$ cat config.mk
export PLATFORM = sky130hd
export DESIGN_NAME = uart_tx_fifo_param
export DESIGN_NICKNAME = d
export VERILOG_FILES = /design/src/rtl/uart_tx_fifo_param.sv
export SDC_FILE = /design/constraint.sdc
export NUM_CORES = 1
export LEC_CHECK = 0
export ABC_AREA = 1
export BUFFER_PORTS_ARGS = -buffer_cell sky130_fd_sc_hd__buf_2
export CAP_MARGIN = 15
export CORE_MARGIN = 5
export CORE_UTILIZATION = 53
export DETAILED_ROUTE_END_ITERATION = 12
export PLACE_DENSITY = 0.7
export SYNTH_ARGS = -nofsm -noshare
export SYNTH_HDL_FRONTEND = slang
export SYNTH_SLANG_ARGS = --single-unit
$ cat constraint.sdc
create_clock -name CLK_Baudin -period 3 [get_ports CLK_Baudin]
set_input_delay 0.15 -clock CLK_Baudin [delete_from_list [all_inputs] [get_ports CLK_Baudin]]
set_output_delay 0.15 -clock CLK_Baudin [all_outputs]
set_load 0.02 [all_outputs]
$ cat src/rtl/uart_tx_fifo_param.sv
// FIFO-fed UART transmitter: one CLK_Baudin cycle per bit, optional parity, 1 or 2 stop bits.
// Define UART_TX_RETRY_EN to enable NACK-driven retransmission via Flag_in and the ErrTx pulse.
module uart_tx_fifo_param #(
    parameter int DATA_W      = 32,
    parameter int FIFO_DEPTH  = 4,
    parameter int PARITY_MODE = 1,
    parameter int STOP_BITS   = 1,
    parameter int MAX_RETRY   = 3
) (
    input  logic                        CLK_Baudin,
    input  logic                        RstTx,
    input  logic [DATA_W-1:0]           DataIn,
    input  logic                        NewData,
    input  logic                        Flag_in,
    output logic                        Ready,
    output logic                        TransmittedSerialData,
    output logic                        DoneTx,
    output logic                        ErrTx,
    output logic                        Busy,
    output logic [$clog2(FIFO_DEPTH):0] FifoCount
);
    localparam int PTR_W = $clog2(FIFO_DEPTH);
    localparam int CNT_W = (DATA_W > 1) ? $clog2(DATA_W) : 1;
    localparam bit PAR_EN = (PARITY_MODE == 1) || (PARITY_MODE == 2);
    localparam bit LAST_STOP = (STOP_BITS == 2);
    localparam logic [CNT_W-1:0] LAST_BIT = CNT_W'(DATA_W - 1);

    typedef enum logic [2:0] {S_IDLE, S_START, S_DATA, S_PARITY, S_STOP} state_t;

    logic [DATA_W-1:0] mem_q [FIFO_DEPTH];
    logic [PTR_W-1:0]  wr_ptr_q, rd_ptr_q;
    logic [PTR_W:0]    count_q;
    logic              push, pop;
    logic [DATA_W-1:0] head_word, next_word;

    state_t            state_q, state_d;
    logic [DATA_W-1:0] shift_q, shift_d;
    logic              par_q, par_d;
    logic [CNT_W-1:0]  bit_cnt_q, bit_cnt_d;
    logic              stop_cnt_q, stop_cnt_d;
    logic              line_q, line_d;
    logic              done_q, done_d;
`ifdef UART_TX_RETRY_EN
    logic [3:0]        retry_q, retry_d;
    logic              err_q, err_d;
`endif

    function automatic logic par_of(input logic [DATA_W-1:0] w);
        return (PARITY_MODE == 2) ? ~^w : ^w;
    endfunction

    assign Ready     = (count_q < (PTR_W+1)'(FIFO_DEPTH));
    assign push      = NewData && Ready;
    assign head_word = mem_q[rd_ptr_q];
    assign next_word = mem_q[rd_ptr_q + PTR_W'(1)];

    // Storage has no reset; pointers and count define validity.
    always_ff @(posedge CLK_Baudin) begin
        if (push) begin
            mem_q[wr_ptr_q] <= DataIn;
        end
    end

    always_comb begin
        state_d    = state_q;
        shift_d    = shift_q;
        par_d      = par_q;
        bit_cnt_d  = bit_cnt_q;
        stop_cnt_d = stop_cnt_q;
        line_d     = line_q;
        done_d     = 1'b0;
        pop        = 1'b0;
`ifdef UART_TX_RETRY_EN
        retry_d    = retry_q;
        err_d      = 1'b0;
`endif
        case (state_q)
            S_IDLE: begin
                line_d = 1'b1;
                if (count_q != '0) begin
                    shift_d = head_word;
                    par_d   = par_of(head_word);
                    line_d  = 1'b0;
                    state_d = S_START;
                end
            end
            S_START: begin
                line_d    = shift_q[0];
                shift_d   = shift_q >> 1;
                bit_cnt_d = '0;
                state_d   = S_DATA;
            end
            S_DATA: begin
                if (bit_cnt_q == LAST_BIT) begin
                    stop_cnt_d = 1'b0;
                    line_d     = PAR_EN ? par_q : 1'b1;
                    state_d    = PAR_EN ? S_PARITY : S_STOP;
                end else begin
                    line_d    = shift_q[0];
                    shift_d   = shift_q >> 1;
                    bit_cnt_d = bit_cnt_q + CNT_W'(1);
                end
            end
            S_PARITY: begin
                line_d     = 1'b1;
                stop_cnt_d = 1'b0;
                state_d    = S_STOP;
            end
            S_STOP: begin
                if (stop_cnt_q != LAST_STOP) begin
                    stop_cnt_d = 1'b1;
                    line_d     = 1'b1;
                end else begin
`ifdef UART_TX_RETRY_EN
                    if (Flag_in && (retry_q < 4'(MAX_RETRY))) begin
                        retry_d = retry_q + 4'd1;
                    end else begin
                        pop     = 1'b1;
                        retry_d = 4'd0;
                        err_d   = Flag_in;
                        done_d  = !Flag_in;
                    end
`else
                    pop    = 1'b1;
                    done_d = 1'b1;
`endif
                    // Chain straight into the next start bit when there is more to send.
                    if (!pop) begin
                        shift_d = head_word;
                        par_d   = par_of(head_word);
                        line_d  = 1'b0;
                        state_d = S_START;
                    end else if (count_q > (PTR_W+1)'(1)) begin
                        shift_d = next_word;
                        par_d   = par_of(next_word);
                        line_d  = 1'b0;
                        state_d = S_START;
                    end else begin
                        line_d  = 1'b1;
                        state_d = S_IDLE;
                    end
                end
            end
            default: begin
                line_d  = 1'b1;
                state_d = S_IDLE;
            end
        endcase
    end

    always_ff @(posedge CLK_Baudin or posedge RstTx) begin
        if (RstTx) begin
            state_q    <= S_IDLE;
            shift_q    <= '0;
            par_q      <= 1'b0;
            bit_cnt_q  <= '0;
            stop_cnt_q <= 1'b0;
            line_q     <= 1'b1;
            done_q     <= 1'b0;
            wr_ptr_q   <= '0;
            rd_ptr_q   <= '0;
            count_q    <= '0;
`ifdef UART_TX_RETRY_EN
            retry_q    <= 4'd0;
            err_q      <= 1'b0;
`endif
        end else begin
            state_q    <= state_d;
            shift_q    <= shift_d;
            par_q      <= par_d;
            bit_cnt_q  <= bit_cnt_d;
            stop_cnt_q <= stop_cnt_d;
            line_q     <= line_d;
            done_q     <= done_d;
`ifdef UART_TX_RETRY_EN
            retry_q    <= retry_d;
            err_q      <= err_d;
`endif
            if (push) begin
                wr_ptr_q <= wr_ptr_q + PTR_W'(1);
            end
            if (pop) begin
                rd_ptr_q <= rd_ptr_q + PTR_W'(1);
            end
            case ({push, pop})
                2'b10:   count_q <= count_q + (PTR_W+1)'(1);
                2'b01:   count_q <= count_q - (PTR_W+1)'(1);
                default: count_q <= count_q;
            endcase
        end
    end

    assign TransmittedSerialData = line_q;
    assign DoneTx                = done_q;
    assign Busy                  = (state_q != S_IDLE);
    assign FifoCount             = count_q;
`ifdef UART_TX_RETRY_EN
    assign ErrTx = err_q;
`else
    assign ErrTx = 1'b0;
    logic unused_flag;
    assign unused_flag = Flag_in;
    localparam int UNUSED_MAX_RETRY = MAX_RETRY;
`endif
endmodule

[Word level (Yosys, flattened, before mapping)]
Memory sizes are Yosys's and may differ from the RTL's.
Index checks and enable logic that the tools add are counted.
Storage, ports and cells
  register bits after elaboration: 51
  bits in writable memories: 128
  word-level logic and storage cells: 75
  memories: 1
Memories
  mem_q: depth 4, bits a word 32, rd ports 2, clocked after memory_dff 0, write ports 1, RTL line 30  | logic [DATA_W-1:0] mem_q [FIFO_DEPTH];
Operators by class
  add/sub/neg operators: 5
  order comparisons: 2
  equal/unequal tests: 12
  muxes and demuxes: 29
  reduce and logical (&&, ||, !) cells: 16
Operator list (number)
  $mux W32: 4
  $pmux W32 S4: 1
  $reduce_xor A32 Y1: 2
  $pmux W3 S5: 1
  $mux W1: 14
  $ne A2 B2 Y1 const B: 5
  $pmux W5 S2: 1
  $mux W3: 3
  $reduce_bool A3 Y1: 3
  $eq A3 B2 Y1 const B: 2
  $pmux W3 S2: 1
  $reduce_bool A2 Y1: 3
  $add A5 B1 Y5 const B: 1
  $eq A5 B5 Y1 const B: 1
  $mux W5: 1
  $reduce_and A5 Y1: 1
  $add A2 B1 Y2 const B: 2
  $pmux W1 S4: 1
  $reduce_and A2 Y1: 2
  $reduce_and A4 Y1: 1
  $reduce_bool A4 Y1: 1
  $add A3 B1 Y3 const B: 1
  $eq A3 B1 Y1 const B: 1
  $eq A3 B3 Y1 const B: 1
  other kinds (10): 10

[Longest topological paths before layout]
Gate-level depths: netlist of run 1.
An unclocked memory read counts as a cell.
  word-level depth: 6
  gate-level depth with buffers: 23
  mapped depth without buffers: 21

[Worst setup path before layout of run 1]
No wires, ideal clock.
  path kind: register to register
  from: register count_q[2], in the netlist FifoCount[2]
  to: memory mem_q[0][0], enable pin
  library setup time: 0.421 ns
  arrival time: 2.279 ns
  data required time: 2.579 ns
  setup slack: 0.299 ns
  cell stages (with the launch flop): 4
  buffers on the path: 0
  path through: dfrtp_1 -> inv_1 -> nand2_1 -> nor2_1
Between the ends
  word-level cells in the longest chain between the ends: 4
Ends and longest elaborated chain
  start: declaration: RTL line 32  | logic [PTR_W:0] count_q;
  start signal: assignment: RTL line 186  | 2'b10: count_q <= count_q + (PTR_W+1)'(1);
  start signal: assignment: RTL line 187  | 2'b01: count_q <= count_q - (PTR_W+1)'(1);
  start signal: assignment: RTL line 188  | default: count_q <= count_q;
  $lt A3 B3 Y1: RTL line 52  | assign Ready = (count_q < (PTR_W+1)'(FIFO_DEPTH));
  named net Ready: RTL line 15  | output logic Ready,
  $logic_and A1 B1 Y1: RTL line 53  | assign push = NewData && Ready;
  $mux W1: RTL line 59  | if (push) begin
  $mux W1 (implied by the code): RTL line 60  | mem_q[wr_ptr_q] <= DataIn;
  end: declaration: RTL line 30
The timed path passes the listed nets, and every way through them passes these cells.

[Worst setup path in the final report of run 1]
  from: register state_q[2]
  to: register shift_q[22]
Between the ends
  word-level cells in the longest chain between the ends: 3
  elaborated cells on any way between the ends: 11
Ends and longest elaborated chain
  start: declaration: RTL line 36  | state_t state_q, state_d;
  start signal: assignment: RTL line 168  | state_q <= state_d;
  $eq A3 B3 Y1 (tied with other cells): RTL line 77  | case (state_q)
  $reduce_bool A4 Y1 (no source line) / $ne A2 B2 Y1 (equally long branches)
  $reduce_and A5 Y1 (no source line)
  end signal: assignment: RTL line 169  | shift_q <= shift_d;
  end: declaration: RTL line 37  | logic [DATA_W-1:0] shift_q, shift_d;
Several ways; a longest one is shown, not always the timed one.
A chain may end at the register's enable or synchronous reset.

==> impl_results.md, run 1 <==
- Initial antenna violation count: 0
- Die Ht: 149 µm
- Startpoint types: flop
- Final period util: 0.883
- Worst EP required: 3.33 ns
- CP max stage cell: dfrtp_1
- CTS H-tree lvls: 4
- Status: complete, no violations
- Gpl congestion: 0.787
- Routed len/inst: 14.3 µm
- DRC viols: 0
- Synthesis Warnings: 0
- Final Skew: 0.0149 ns
- ANT nets after route: 0
- Max_cap viols: 0
- Clock Tree Buf Depth: 2
- Vias in the first global route: 8073
- CP max stage delay: 0.44 ns
- # IOs: 44
- Initial DRT Pass Iterations: 6
- Yosys cell types: 33
- Seq cells post-synth: 178
- Placed Area: 0.0106 mm²
- Commonest non-fill, non-tap cells in the layout: 768 x nand2_1, 128 x edfxtp_1, 82 x nand3_1
- Clock Latency Late Sink: 0.44 ns
- RSZ-0062 raised after global routing: false
- Layout cells sized above 1: 0.0888
- CTS tree: yes
- Routed wire length: 24100 µm
- Total clock sinks: 178
- Post-CTS setup buffer count: 0
- Hold violation count in the final report: 0
- Global-route wire length before repair: 40000 µm
- Pins Over Slew Limit: 0
- Clock Tree Root: clkbuf_16
- Nets: 1453
- Die ar.: 0.0221 mm²
- Via density per instance: 5.14
- Mapped Cells: 1345
- Slew HR: 0.224
- DP Wirelength: 15500 µm
- Setup violators final: 0
- CP Cell Sequence: nor3_2 > inv_1 > nand2_1 > buf_4 > o21ai_1 > nor2_4 > buf_4 > nor2_1 > a41oi_1
- Final instance area: 0.0115 mm²
- Critical path class: flop to flop
- Mapped Area: 0.0102 mm²
- Total Routing Usage GR: 0.228
- Multi-input combinational cell area: 0.00442 mm²
- Worst Hold Class: input port to flop
- Diode count: 0
- Tmin final: 2.65 ns
- Rows: 50
- Final setup TNS: 0 ns
- WP data arrival: 2.99 ns
- Global route overflow: 0
- FMAX: 377 MHz
- Initial Util: 0.541
- 1st-iter DRT viols: 767
- CORE AREA: 0.0188 mm²
- TritonCTS Buffers: 17
- Reg-to-reg slack, setup: 0.35 ns
- Most common cell after layout, fill and taps aside: nand2_1
- Die width: 149 µm
- Clock transition at path regs: 0.07 ns
- Crit-path most repeated cell: buf_4
- Area grow syn2layout: 13.0%
- Crit path max-delay family: buffers and inverters
- Syn_nets: 1392
- Fillers: 1598
- Max FO, Critical Path: 33
- CP bufs+invs: 3
- Mean Syn Cell Area: 7.57 µm²
- Least-Margin Pin Slew: 1.16 ns
- FF+latch area: 0.00510 mm²
- Critical path endpoint category: flop
- Largest net degree at the start of global routing: 67
- Sequential fraction of the synthesis area: 0.500
- IO buf count: 41
- Vias: 8637
==> state kept, by name, summed over array words and instances (netlist names), 2 cells and up <==
signal / flops
bit_cnt_q: 5
state_q: 3
FifoCount: 3
rd_ptr_q: 2
wr_ptr_q: 2
mem_q: 128
shift_q: 32
==> cell usage after synthesis <==
master     count  share of area
inv_1         79          0.029
nand2_1      768           0.28
inv_4          1        0.00061
xor2_1        11         0.0095
dfstp_2        1         0.0026
nand2_2        5         0.0031
a2bb2oi_1      4         0.0034
o21ai_0        7         0.0034
nor3_2         1        0.00098
inv_2         13         0.0048
buf_2         19         0.0093
xnor2_1       11         0.0095
nand4_1        1        0.00061
nor2_1        58          0.021
dfrtp_1       49           0.12
buf_6         13          0.014
nor4_1         1        0.00061
a21oi_1       17         0.0084
a41oi_1       24          0.021
ha_1          11          0.014
nor3_1         3         0.0015
mux2_2         1         0.0011
o21ai_1        1        0.00049
edfxtp_1     128           0.38
o211ai_1       1        0.00074
conb_1         1        0.00037
nand3_1       82          0.040
clkbuf_1      14         0.0052
o22ai_1        1        0.00061
nor2_2         3         0.0018
a31oi_1        6         0.0037
buf_4          8         0.0059
a22oi_1        2         0.0015
==> path summary, 6_finish.rpt <==
kind                                to       start  cells past startpoint
setup / recovery           shift_q[22]  state_q[2]                      9
hold / removal             wr_ptr_q[1]     NewData                      4
setup reg to reg           shift_q[22]  state_q[2]                      9
hold reg to reg                  par_q       par_q                      2
max in group asynchronous  rd_ptr_q[0]       RstTx                      4
min in group asynchronous  shift_q[10]       RstTx                      4
==> stage by stage <==
stage	hold WS, ns	worst slack [ns]	std cells	util
global route	0.439	0.0857	1679	0.611
CTS	0.367	0.358	1679	0.611
global placement	0.361	0.448	1614	0.562
floorplan	0.249	0.299	1345	-
detailed placement	0.364	0.381	1614	0.562
finish	0.372	0.350	1679	0.611
==> worst reg2reg max path: cells and delay by family, from the launching register on <==
kind	cells	cell delay [ns]
AND/OR/NAND/NOR	4	0.84
flip-flops	1	0.44
AO/OA/AOI/OAI	2	0.41
buffers and inverters	3	0.87
==> logic make-up (layout without fill, tap and decap cells) <==
family | after synthesis | count (layout) | share of synthesized area
and+or+nand+nor | 922 | 922 | 0.353
DFF | 178 | 178 | 0.500
buffers and inverters | 147 | 221 | 0.0693
AOI/OAI and AO/OA | 63 | 63 | 0.0429
xor gates and xnor gates | 22 | 22 | 0.0189
adders and majority gates | 11 | 11 | 0.0135
other | 1 | 1 | 0.000368
muxes | 1 | 1 | 0.00111
==> cell type report <==
type / count / area share
Multi-Input combinational cell: 1020 / 0.384
Tap cell: 260 / 0.0283
Sequential cell: 178 / 0.443
Timing Repair Buffer: 96 / 0.0634
Inverter: 93 / 0.0306
Clock inverter: 15 / 0.0139
Clock buffer: 17 / 0.0370
==> layer usage <==
metal  up-vias  routed length [µm]  global-route usage
met5         -                   0                   0
met3        43                1670              0.0427
met4         0                 453              0.0628
li1       4390                   -                   -
met2       280               11200               0.372
met1      3924               10800               0.313
==> timing repair <==
item	CTS	global route
resized for setup	0	1
endpoints found under the hold margin	177	0
endpoints found under the setup margin	0	1
hold buffers	33	0
Power of run 1 is left out: the tool's default activity adds up to more than one toggle a clock period on the data nets, which glitch-free logic cannot reach.
==> inputs of run 2 (changes only) <==
==> constraint.sdc (replaced) <==
create_clock -name CLK_Baudin -period 3 [get_ports CLK_Baudin]
set_input_delay 0.9 -clock CLK_Baudin [delete_from_list [all_inputs] [get_ports CLK_Baudin]]
set_output_delay 0.9 -clock CLK_Baudin [all_outputs]
set_load 0.02 [all_outputs]
==> impl_results.md, run 2 (synthesis gave the netlist of run 1 again) <==
- Nets: 1418 (was 1453)
- Area grow syn2layout: 10.2% (was 13.0%)
- Max FFs per register: 128 (unchanged)
- 1st-iter DRT viols: 786 (was 767)
- Least-Margin Pin Slew: 1.11 ns (was 1.16 ns)
- Final period util: 0.873 (was 0.883)
- Setup violators final: 0 (unchanged)
- Tmin final: 2.62 ns (was 2.65 ns)
- Critical path class: flop to flop (unchanged)
- Clock Tree Root: clkbuf_16 (unchanged)
- ANT nets after route: 0 (unchanged)
- Diode count: 0 (unchanged)
- Final Skew: 0.0125 ns (was 0.0149 ns)
- Via density per instance: 5.14 (about the same)
- Final instance area: 0.0112 mm² (was 0.0115 mm²)
- CORE AREA: 0.0188 mm² (unchanged)
- Die width: 149 µm (unchanged)
- GRT met1 Usage: 0.314 (was 0.313)
- Layout cells sized above 1: 0.0889 (was 0.0888)
- Total Routing Usage GR: 0.222 (was 0.228)
- CP max stage delay: 0.48 ns (was 0.44 ns)
- Die ar.: 0.0221 mm² (unchanged)
- Global route overflow: 0 (unchanged)
- Post_cts resized: 0 (unchanged)
- Final setup TNS: 0 ns (unchanged)
- Largest net degree at the start of global routing: 86 (was 67)
- Max FO, Critical Path: 24 (was 33)
- Total clock sinks: 178 (unchanged)
- Slew HR: 0.257 (was 0.224)
- # IOs: 44 (unchanged)
- Die Ht: 149 µm (unchanged)
- Hold violation count in the final report: 0 (unchanged)
- Initial antenna violation count: 0 (unchanged)
- Pins Over Slew Limit: 0 (unchanged)
- Max_cap viols: 0 (unchanged)
- Gpl congestion: 0.789 (was 0.787)
- Rows: 50 (unchanged)
- Worst EP required: 3.33 ns (about the same)
- Routed wire length: 23500 µm (was 24100 µm)
- Vias: 8447 (was 8637)
- TritonCTS Buffers: 17 (unchanged)
- Placed Area: 0.0106 mm² (about the same)
- DRC viols: 0 (unchanged)
- Most used routing layer: met2 (unchanged)
- CTS H-tree lvls: 4 (unchanged)
- Clock transition at path regs: 0.07 ns (about the same)
- Critical path endpoint category: flop (unchanged)
- Worst Hold Class: input port to async pin (was input port to flop)
- Initial Util: 0.541 (unchanged)
- Crit-path most repeated cell: nand2_1 (was buf_4)
- Startpoint types: flop (unchanged)
- Commonest non-fill, non-tap cells in the layout: 768 x nand2_1, 128 x edfxtp_1, 82 x nand3_1 (unchanged)
- Top reg by flops: mem_q (unchanged)
- Status: complete, no violations (unchanged)
- Largest registers: mem_q x128, shift_q x32, bit_cnt_q x5 (unchanged)
- FMAX: 382 MHz (was 377 MHz)
- DP Wirelength: 15400 µm (was 15500 µm)
- IO buf count: 41 (unchanged)
- CP Cell Sequence: inv_2 > nand2_2 > nand2_2 > nand2_1 > nand2_1 > inv_1 > nand2_1 > nand2_1 > nand2_1 > nand2_1 > inv_1 > nand2_1 > nand2_1 > nand2_1 > nand2_1 > nand2_1 > nand3_1 > nand2_1 > nand2_1 > nand2_1 (was nor3_2 > inv_1 > nand2_1 > buf_4 > o21ai_1 > nor2_4 > buf_4 > nor2_1 > a41oi_1)
- Most common cell after layout, fill and taps aside: nand2_1 (unchanged)
- Global-route wire length before repair: 38900 µm (was 40000 µm)
- Vias in the first global route: 7849 (was 8073)
- CTS tree: yes (unchanged)
- Initial DRT Pass Iterations: 5 (was 6)
- Routed len/inst: 14.3 µm (about the same)
- Met2 track demand over resource: 0.348 (was 0.372)
- # hold bufs at CTS: 0 (was 33)
- Global Route met3 Usage: 0.0497 (was 0.0427)
- CP max stage cell: nand2_2 (was dfrtp_1)
- Clock Tree Buf Depth: 2 (unchanged)
- WP data arrival: 2.95 ns (was 2.99 ns)
- Clock Latency Late Sink: 0.44 ns (about the same)
- RSZ-0062 raised after global routing: false (unchanged)
- Post-CTS setup buffer count: 0 (unchanged)
## run 2: cell types whose count changed in the layout (fill, tap and decap cells not counted), sizes merged
cell	change
buf	-2
clkinv	-1
clkbuf	+1
dlygate4sd3	-33
## run 2: layout make-up
type	instances	area [µm²]
clock buffers	18	429
clock inverters	14	175
fillers	1679	7610
inverters	93	352
multi-input cells	1020	4420
flip-flops and latches	178	5100
well taps	260	325
repair buffers	61	430
## run 2: path summary, 6_finish.rpt
| kind | start | end | slack (ns) | cells past startpoint |
|---|---|---|---|---|
| min in group CLK_Baudin | par_q | par_q | 0.50 | 2 |
| max in group asynchronous | RstTx | shift_q[17] | 1.95 | 3 |
| max reg2reg | rd_ptr_q[1] | par_q | 0.38 | 20 |
| max | rd_ptr_q[1] | par_q | 0.38 | 20 |
| min reg2reg | par_q | par_q | 0.50 | 2 |
| min | RstTx | shift_q[9] | 0.50 | 2 |
## run 2: per-stage QoR
stage                     hold slack, ns  instances  worst slack (ns)   util
final                              0.498       1644             0.381  0.596
after global routing               0.532       1644            0.0213  0.596
after CTS                          0.502       1644             0.392  0.596
after detailed placement           0.482       1612             0.406  0.564
after global placement             0.463       1612             0.444  0.564
after floorplan                    0.449       1345             0.137      -
## run 2: critical path: cells and delay by family, from the launching register on
family,cells,cell delay (ns)
buf+inv,3,0.43
flops,1,0.40
simple gates,17,1.67
## run 2: per-layer routing
layer	routed length (µm)	vias to the layer above
met5	0	-
met4	428	0
met3	1760	36
met2	10500	276
met1	10800	3813
li1	-	4322
Power of run 2 is left out for the same reason.
==> inputs of run 3 (changes only) <==
--- a/config.mk
+++ b/config.mk
@@ -12,6 +12,7 @@
 export CORE_UTILIZATION = 53
 export DETAILED_ROUTE_END_ITERATION = 12
 export PLACE_DENSITY = 0.7
+export RECOVER_POWER = 25
 export SYNTH_ARGS = -nofsm -noshare
 export SYNTH_HDL_FRONTEND = slang
 export SYNTH_SLANG_ARGS = --single-unit
==> constraint.sdc (replaced) <==
create_clock -name CLK_Baudin -period 2.9 [get_ports CLK_Baudin]
set_input_delay 0.87 -clock CLK_Baudin [delete_from_list [all_inputs] [get_ports CLK_Baudin]]
set_output_delay 0.87 -clock CLK_Baudin [all_outputs]
set_load 0.02 [all_outputs]
==> impl_results.md, run 3 (synthesis gave the netlist of run 1 again) <==
- Vias in the first global route: 7875 (was 7849)
- Status: complete, no violations (unchanged)
- Largest net degree at the start of global routing: 82 (was 86)
- Vias: 8570 (was 8447)
- Die Ht: 149 µm (unchanged)
- Total clock sinks: 178 (unchanged)
- Largest registers: mem_q x128, shift_q x32, bit_cnt_q x5 (unchanged)
- Worst Hold Class: input port to async pin (unchanged)
- Commonest non-fill, non-tap cells in the layout: 768 x nand2_1, 128 x edfxtp_1, 82 x nand3_1 (unchanged)
- Area grow syn2layout: 10.2% (about the same)
- Initial Util: 0.541 (unchanged)
- CTS H-tree lvls: 4 (unchanged)
- Least-Margin Pin Slew: 0.541 ns (was 1.11 ns)
- Max_cap viols: 0 (unchanged)
- Crit-path most repeated cell: nand2_1 (unchanged)
- WP data arrival: 2.78 ns (was 2.95 ns)
- Max FFs per register: 128 (unchanged)
- Final setup TNS: 0 ns (unchanged)
- # IOs: 44 (unchanged)
- Layout cells sized above 1: 0.0756 (was 0.0889)
- Global-route wire length before repair: 39400 µm (was 38900 µm)
- Routed len/inst: 14.4 µm (was 14.3 µm)
- Post_cts resized: 0 (unchanged)
- Nets: 1423 (was 1418)
- 1st-iter DRT viols: 690 (was 786)
- Critical path class: flop to flop (unchanged)
- Global route overflow: 0 (unchanged)
- Final Skew: 0.0101 ns (was 0.0125 ns)
- CTS tree: yes (unchanged)
- Hold Slack: 0.478 ns (was 0.498 ns)
- Diode count: 0 (unchanged)
- Placed cell count: 1617 (was 1612)
- CP max stage cell: dfrtp_2 (was nand2_2)
- Startpoint types: flop (unchanged)
- Routed wire length: 23700 µm (was 23500 µm)
- Total Routing Usage GR: 0.225 (was 0.222)
- Clock Latency Late Sink: 0.44 ns (about the same)
- Gpl congestion: 0.794 (was 0.789)
- TritonCTS Buffers: 17 (unchanged)
- FMAX: 407 MHz (was 382 MHz)
- Tmin final: 2.45 ns (was 2.62 ns)
- Worst EP required: 3.23 ns (was 3.33 ns)
- IO buf count: 41 (unchanged)
- Top reg by flops: mem_q (unchanged)
- RSZ-0062 raised after global routing: false (unchanged)
- Critical path endpoint category: flop (unchanged)
- Final period util: 0.846 (was 0.873)
- Die width: 149 µm (unchanged)
- Rows: 50 (unchanged)
- Post-CTS setup buffer count: 0 (unchanged)
- Max FO, Critical Path: 39 (was 24)
- Via density per instance: 5.20 (was 5.14)
- Hold violation count in the final report: 0 (unchanged)
- DRC viols: 0 (unchanged)
- DP Wirelength: 15500 µm (was 15400 µm)
- CP max stage delay: 0.47 ns (was 0.48 ns)
- Slew HR: 0.638 (was 0.257)
- Clock transition at path regs: 0.07 ns (about the same)
- Initial DRT Pass Iterations: 5 (unchanged)
- Die ar.: 0.0221 mm² (unchanged)
- Layout Cells excl Fill: 1649 (was 1644)
- Setup violators final: 0 (unchanged)
- Most common cell after layout, fill and taps aside: nand2_1 (unchanged)
- # hold bufs at CTS: 0 (unchanged)
- Pins Over Slew Limit: 0 (unchanged)
- ANT nets after route: 0 (unchanged)
- Initial antenna violation count: 0 (unchanged)
- Clock Tree Root: clkbuf_16 (unchanged)
- CP Cell Sequence: inv_4 > buf_4 > nand2_1 > nand2_1 > nand2_1 > nand2_1 > inv_1 > nand2_1 > nand2_1 > nand2_1 > nand2_1 > inv_1 > nand2_1 > nand2_1 > nand2_1 > nand2_1 > nand2_1 > nand3_1 > nand2_1 > nand2_1 > nand2_1 (was inv_2 > nand2_2 > nand2_2 > nand2_1 > nand2_1 > inv_1 > nand2_1 > nand2_1 > nand2_1 > nand2_1 > inv_1 > nand2_1 > nand2_1 > nand2_1 > nand2_1 > nand2_1 > nand3_1 > nand2_1 > nand2_1 > nand2_1)
- CORE AREA: 0.0188 mm² (unchanged)
- Clock Tree Buf Depth: 2 (unchanged)
==> run 3: path summary, 6_finish.rpt <==
kind,start,end,slack [ns],cells after the start
worst max-delay path,rd_ptr_q[0],par_q,0.45,21
worst min-delay path,RstTx,shift_q[12],0.48,2
worst max register to register,rd_ptr_q[0],par_q,0.45,21
worst min register to register,par_q,par_q,0.49,2
max in group asynchronous,RstTx,shift_q[26],1.88,3
min in group CLK_Baudin,par_q,par_q,0.49,2
==> run 3: metal layers <==
layer	track usage	part of all wire	up-vias
met3	0.0378	0.059	38
li1	-	-	4335
met1	0.324	0.47	3943
met4	0.0619	0.018	0
met2	0.355	0.46	254
met5	0	0	-
==> run 3: worst max-delay path, delay by kind of cell (launching register included) <==
kind          cells  cell delay, ns
simple gates     17            1.21
flops             1            0.47
buf+inv           4            0.65
==> run 3: final cells by class <==
cell class	count	area (µm²)
clock buffers	17	425
clock inverters	15	150
fillers	1649	7610
inverters	93	352
multi-input cells	1020	4420
flip-flops and latches	178	5100
well taps	260	325
repair buffers	66	450
==> run 3: through the flow <==
step           instance area (µm²)  utilization  setup slack [ns]
2_1_floorplan                10200            -            0.0671
3_3_place_gp                 10700        0.567             0.529
3_5_place_dp                 10700        0.567             0.486
4_1_cts                      11200        0.597             0.473
5_1_grt                      11200        0.596             0.157
6_report                     11200        0.596             0.446
Power of run 3 is left out for the same reason.
